File: config.mk
export PLATFORM = sky130hd
export DESIGN_NAME = divider_bus_adapter
export DESIGN_NICKNAME = d
export VERILOG_FILES = /design/src/rtl/divider_bus_adapter_pkg.sv /design/src/rtl/divider_bus_adapter_timeout.sv /design/src/rtl/divider_bus_adapter.sv
export SDC_FILE = /design/constraint.sdc
export NUM_CORES = 1
export LEC_CHECK = 0
export ABC_CLOCK_PERIOD_IN_PS = 12000
export BUFFER_PORTS_ARGS = -buffer_cell sky130_fd_sc_hd__buf_2
export CAP_MARGIN = 20
export CORE_ASPECT_RATIO = 1.4
export CORE_MARGIN = 2
export CORE_UTILIZATION = 53
export CTS_CLUSTER_SIZE = 16
export DETAILED_ROUTE_END_ITERATION = 10
export PLACE_DENSITY_LB_ADDON = 0.05
export SLEW_MARGIN = 20
export SYNTH_ARGS = -nofsm -noshare
export SYNTH_HDL_FRONTEND = slang
export SYNTH_SLANG_ARGS = --single-unit
File: constraint.sdc
create_clock -name clk -period 12 [get_ports clk]
set_input_delay 2.4 -clock clk [delete_from_list [all_inputs] [get_ports clk]]
set_output_delay 2.4 -clock clk [all_outputs]
set_load 0.01 [all_outputs]
File: src/rtl/divider_bus_adapter_pkg.sv
// divider_bus_adapter_pkg: register map, status bit positions and FSM encoding for the divider bus adapter
package divider_bus_adapter_pkg;
  localparam logic [1:0] REG_DIVIDEND = 2'd0;
  localparam logic [1:0] REG_DIVISOR  = 2'd1;
  localparam logic [1:0] REG_RESULT   = 2'd2;
  localparam logic [1:0] REG_STATUS   = 2'd3;
  localparam int ST_PEND  = 0;
  localparam int ST_VALID = 1;
  localparam int ST_DBZ   = 2;
  localparam int ST_OVF   = 3;
  localparam int ST_TMO   = 4;
  typedef enum logic [1:0] {S_IDLE, S_WAIT, S_ISSUE, S_ACK} state_e;
endpackage

File: src/rtl/divider_bus_adapter_timeout.sv
// div_timeout_counter: counts cycles while en is high and flags expiry after TIMEOUT cycles
// Ports: clk, rst (async, active high), en (count enable, pend), clr (abort count), expired (one-cycle expiry)
module div_timeout_counter #(
  parameter int TIMEOUT = 255,
  parameter int TW      = 8
) (
  input  logic clk,
  input  logic rst,
  input  logic en,
  input  logic clr,
  output logic expired
);
  logic [TW-1:0] cnt_q, cnt_d;
  assign expired = en && !clr && cnt_q == TW'(TIMEOUT - 1);
  always_comb cnt_d = (!en || clr || expired) ? '0 : cnt_q + 1'b1;
  always_ff @(posedge clk or posedge rst) begin
    if (rst) cnt_q <= '0;
    else     cnt_q <= cnt_d;
  end
endmodule

File: src/rtl/divider_bus_adapter.sv
// divider_bus_adapter: CPU I/O bus front end for the 16.16 divider (operand load, start, result capture, stalled reads)
// Ports: bus_start/bus_we/bus_addr/bus_data request, bus_q/bus_done response;
//        div_write_a/div_a and div_start/div_b drive the divider; div_busy/div_done/div_valid/div_dbz/div_ovf/div_val return from it
module divider_bus_adapter
  import divider_bus_adapter_pkg::*;
#(
  parameter int TIMEOUT = 255,
  parameter int TW      = 8
) (
  input  logic        clk,
  input  logic        rst,
  input  logic        bus_start,
  input  logic        bus_we,
  input  logic [1:0]  bus_addr,
  input  logic [31:0] bus_data,
  output logic [31:0] bus_q,
  output logic        bus_done,
  output logic        div_write_a,
  output logic [31:0] div_a,
  output logic        div_start,
  output logic [31:0] div_b,
  input  logic        div_busy,
  input  logic        div_done,
  input  logic        div_valid,
  input  logic        div_dbz,
  input  logic        div_ovf,
  input  logic [31:0] div_val
);
  state_e      state_q, state_d;
  logic        we_q, we_d, pend_q, pend_d, valid_q, valid_d, dbz_q, dbz_d, ovf_q, ovf_d, tmo_q, tmo_d;
  logic [1:0]  addr_q, addr_d;
  logic [31:0] data_q, data_d, res_q, res_d, dshadow_q, dshadow_d, div_b_q, div_b_d, status;
  logic        capture, expired, pend_now, unused_busy;
  assign unused_busy = div_busy;
  assign capture = pend_q && div_done;
  // a done or timeout landing this cycle already counts as not pending for a new request
  assign pend_now = pend_q && !capture && !expired;
  div_timeout_counter #(.TIMEOUT(TIMEOUT), .TW(TW)) u_timeout (
    .clk(clk), .rst(rst), .en(pend_q), .clr(capture), .expired(expired)
  );
  function automatic state_e dispatch(input logic we, input logic [1:0] addr, input logic pend);
    logic stall;
    stall = pend && (we ? addr <= REG_DIVISOR : addr == REG_RESULT);
    return stall ? S_WAIT : (we && addr <= REG_DIVISOR) ? S_ISSUE : S_ACK;
  endfunction
  always_comb begin
    status = '0;
    status[ST_PEND]  = pend_q;
    status[ST_VALID] = valid_q;
    status[ST_DBZ]   = dbz_q;
    status[ST_OVF]   = ovf_q;
    status[ST_TMO]   = tmo_q;
  end
  always_comb begin
    state_d = state_q;
    we_d = we_q;
    addr_d = addr_q;
    data_d = data_q;
    pend_d = pend_q;
    res_d = res_q;
    valid_d = valid_q;
    dbz_d = dbz_q;
    ovf_d = ovf_q;
    tmo_d = tmo_q;
    dshadow_d = dshadow_q;
    div_b_d = div_b_q;
    div_write_a = 1'b0;
    div_start = 1'b0;
    bus_done = 1'b0;
    bus_q = '0;
    if (capture) begin
      res_d = div_val;
      {ovf_d, dbz_d, valid_d} = {div_ovf, div_dbz, div_valid};
      pend_d = 1'b0;
    end else if (expired) begin
      pend_d = 1'b0;
      tmo_d = 1'b1;
      res_d = '0;
      valid_d = 1'b0;
    end
    case (state_q)
      S_IDLE: if (bus_start) begin
        we_d = bus_we;
        addr_d = bus_addr;
        data_d = bus_data;
        state_d = dispatch(bus_we, bus_addr, pend_now);
      end
      // leave only once pend is visibly low, so a stalled read acks two cycles after div_done
      S_WAIT: if (!pend_q) state_d = dispatch(we_q, addr_q, 1'b0);
      S_ISSUE: begin
        state_d = S_ACK;
        if (addr_q == REG_DIVIDEND) begin
          div_write_a = 1'b1;
          dshadow_d = data_q;
        end else begin
          div_start = 1'b1;
          div_b_d = data_q;
          pend_d = 1'b1;
          valid_d = 1'b0;
          dbz_d = 1'b0;
          ovf_d = 1'b0;
        end
      end
      S_ACK: begin
        state_d = S_IDLE;
        bus_done = 1'b1;
        bus_q = addr_q == REG_DIVIDEND ? dshadow_q : addr_q == REG_DIVISOR ? div_b_q : addr_q == REG_RESULT ? res_q : status;
        if (we_q && addr_q == REG_STATUS && !expired) tmo_d = 1'b0;
      end
      default: state_d = S_IDLE;
    endcase
  end
  assign div_a = div_write_a ? data_q : '0;
  // the divisor must already be valid in the div_start cycle, before div_b_q updates
  assign div_b = div_start ? data_q : div_b_q;
  always_ff @(posedge clk or posedge rst) begin
    if (rst) begin
      state_q <= S_IDLE;
      we_q <= 1'b0;
      addr_q <= '0;
      data_q <= '0;
      pend_q <= 1'b0;
      res_q <= '0;
      valid_q <= 1'b0;
      dbz_q <= 1'b0;
      ovf_q <= 1'b0;
      tmo_q <= 1'b0;
      dshadow_q <= '0;
      div_b_q <= '0;
    end else begin
      state_q <= state_d;
      we_q <= we_d;
      addr_q <= addr_d;
      data_q <= data_d;
      pend_q <= pend_d;
      res_q <= res_d;
      valid_q <= valid_d;
      dbz_q <= dbz_d;
      ovf_q <= ovf_d;
      tmo_q <= tmo_d;
      dshadow_q <= dshadow_d;
      div_b_q <= div_b_d;
    end
  end
endmodule
==> metrics.txt <==
run status=finished clean; R2R Setup Slk=a little over 9 ns; Worst EP arrival=~3.1 ns; HP Start=div_b_q[1]; hpwl dp=roughly 11,000 µm; I/O Buffers=approximately 170; worst skew pair latency=0.42 ns; Hold Vio Cnt, Final=0; Filler cells=roughly 1,100; die area=~14,000 µm²; Yosys reg bits=146; GR Layer Usage met1=between 30% and 40%; Top FF cell, synth=dfrtp_1; Clk network pwr share=between 20% and 30%; final net count=approximately 840; WL/cell=18.5 µm; Final setup viols=0; Die Ht=around 140 µm; CP Launch Type=register; root buffer cell=clkbuf_16; drt total wl=17,100 µm; FF-to-FF path depth=3; GPL Wtd Cong=approximately 0.77; syn avg cell area=11.4 µm²; Seq pwr share=between 30% and 40%; post-route setup slack=6.55 ns; Ys Warns=0; crit path capture type=output pin; Comb power frac=between 30% and 40%; most used routing layer=met2; RSZ-0062 raised after global routing=no; CTS tree=yes; total gr overflow=0; Top Ports=approximately 170; H-tree depth=4; met3 GRT Util=between 5 and 6%; first-pass GRT wire length=27,400 µm; Reg clk slew, reported paths=about 0.060 ns; met2 GRT Util=~43%; GRT Total Usage=about 25%; setup TNS=0 ns; drt via density=5.51; CP Data Required Time=9.60 ns; clk sinks=roughly 150; deepest clock path buffer count=2; vias in the first global route=5,337; # resized after CTS=0; post-synth cell types=40; Leak Pwr=between 0.004 and 0.005 µW; Initial Utilization=53.7%; Synth Instances=601; Pwr Total=~2500 µW; crit path launch=addr_q[1]; Min-Delay Path Class=reg2reg; DRC=0; cell accounting for the most synthesized area=dfrtp_1; switching share of power=a little under two fifths; Max-Cap Viols=0; total core area=between 10,000 and 15,000 µm²; count leader, synth=dfrtp_1; Final ANT Viol Nets=0; fmax=about 0.18 GHz; post-synth top area share=between 50% and 60%; Synthesized Nets=683; worst reg2reg startpoint=addr_q[1]; DR pass1 iterations=5; crit path to=div_a[26]; Post-Synthesis Cell Area=between 6000 and 7000 µm²; Die Width=roughly 100 µm; Slew Viols, Final=0; hold_ws=about 0.49 ns; Peak supply drop=282 µV; largest net degree at the start of global routing=96; P_sw=roughly 900 µW; largest cells by area after synthesis=dfrtp_1 (53%), mux2_2 (11%), nand2_1 (7.1%); WS Path Type=reg2out; Rel. slew slack=33.7%; Post-synth top cells=dfrtp_1 (146), nand2_1 (129), mux2_2 (68); Post-CTS Setup Repair Bufs=0; initial antenna violation count=1; Area Overhead vs Synth=22.1%; post-synthesis sequential area ratio=about 53%; worst-path fanout max=64; number of buffers created by CTS=17; Slew @ Worst Pin=0.995 ns; r2r endpoint=dshadow_q[12]; Pwr Density=293 nW/µm²; pre-CTS setup slack=about 7.0 ns; row cnt=between 40 and 50; layout cells sized above 1=38.2%; crit path time final=approximately 5.4 ns; CTS hold repair buffers=0; Post-synth ARST share=100%; part of the cycle the worst path needs=between 40% and 50%; P_int=about 1500 µW; EDFF count, synth=0; clk_skew=between 0.01 and 0.015 ns; via count=about 5,000; DRT iter0 DRCs=approximately 200
-- how the worst min path moves through the flow --
stage / to / slack [ns] / cells past startpoint
finish: div_b_q[1] / 0.49 / 2
global route: res_q[27] / 0.51 / 1
CTS: div_b_q[0] / 0.50 / 2
detailed placement: div_b_q[1] / 0.48 / 2
global placement: div_b_q[1] / 0.47 / 2
floorplan: tmo_q / 0.46 / 1
-- placed cells by master, fill, tap and decap left out, types with 4 or more instances in the layout --
master,synthesis,final
buf_2,13,172
dfrtp_1,146,144
nand2_1,129,128
mux2_2,68,68
and2_1,65,64
a22o_1,31,31
mux2i_1,29,29
o22ai_1,27,27
clkbuf_16,0,17
nor2_1,11,11
ha_1,7,7
inv_1,6,5
mux4_2,5,5
nand3_1,4,4
o21ai_0,4,4
clkinvlp_4,0,4
bufinv_16,0,4
buf_4,6,4
-- worst max-delay path, cell delays in order (launching register included) --
cell     delay, ns
dfrtp_4       0.82
nor3b_4       0.77
buf_4         0.63
and2_1        0.24
buf_2         0.14
-- layer usage --
layer | vias to the layer above | part of all wire, % | wire [µm]
met2 | 174 | 51 | 8770
li1 | 2365 | - | -
met5 | - | 0 | 0
met1 | 2521 | 42 | 7120
met3 | 27 | 5.4 | 921
met4 | 0 | 1.7 | 295
-- state kept, by name (all words and copies together), names as in the netlist --
| signal | count |
|---|---|
| dbz_q | 1 |
| we_q | 1 |
| ovf_q | 1 |
| res_q | 32 |
| data_q | 32 |
| u_timeout.cnt_q | 8 |
| state_q | 2 |
| tmo_q | 1 |
| pend_q | 1 |
| addr_q | 2 |
| dshadow_q | 32 |
| valid_q | 1 |
| div_b_q | 32 |
-- final cells by class --
| cell class | instances | area [µm²] | share of cell area, % |
|---|---|---|---|
| well taps | 153 | 191 | 2.29 |
| inverters | 7 | 31.3 | 0.374 |
| clock buffers | 20 | 447 | 5.35 |
| flip-flops and latches | 146 | 3660 | 43.8 |
| diodes | 1 | 2.50 | 0.0300 |
| clock inverters | 12 | 181 | 2.17 |
| multi-input cells | 407 | 2900 | 34.7 |
| repair buffers | 178 | 946 | 11.3 |
-- kinds of logic after synthesis --
kind of cell,count (synthesis),synth area share [%]
compound gates,73,7.94
xor+xnor,5,0.640
fa+ha+maj,7,1.28
buf+inv,48,4.55
flops,146,53.4
mux,102,17.1
simple gates,220,15.1
-- per-stage QoR --
step	cell area (µm²)	utilization, %	instances
finish	8350	65.5	924
detailed placement	7720	60.6	891
floorplan	6840	-	601
global route	8350	65.5	924
global placement	7670	60.1	889
CTS	8350	65.5	923
-- power by group through the flow --
stage	registers (µW)	logic [µW]	clock network, µW
floorplan	824	739	0
global placement	910	929	0
detailed placement	925	970	0
CTS	919	978	567
global route	954	1060	590
finish	919	971	561
Note: power is estimated with default switching activity, not from simulation.
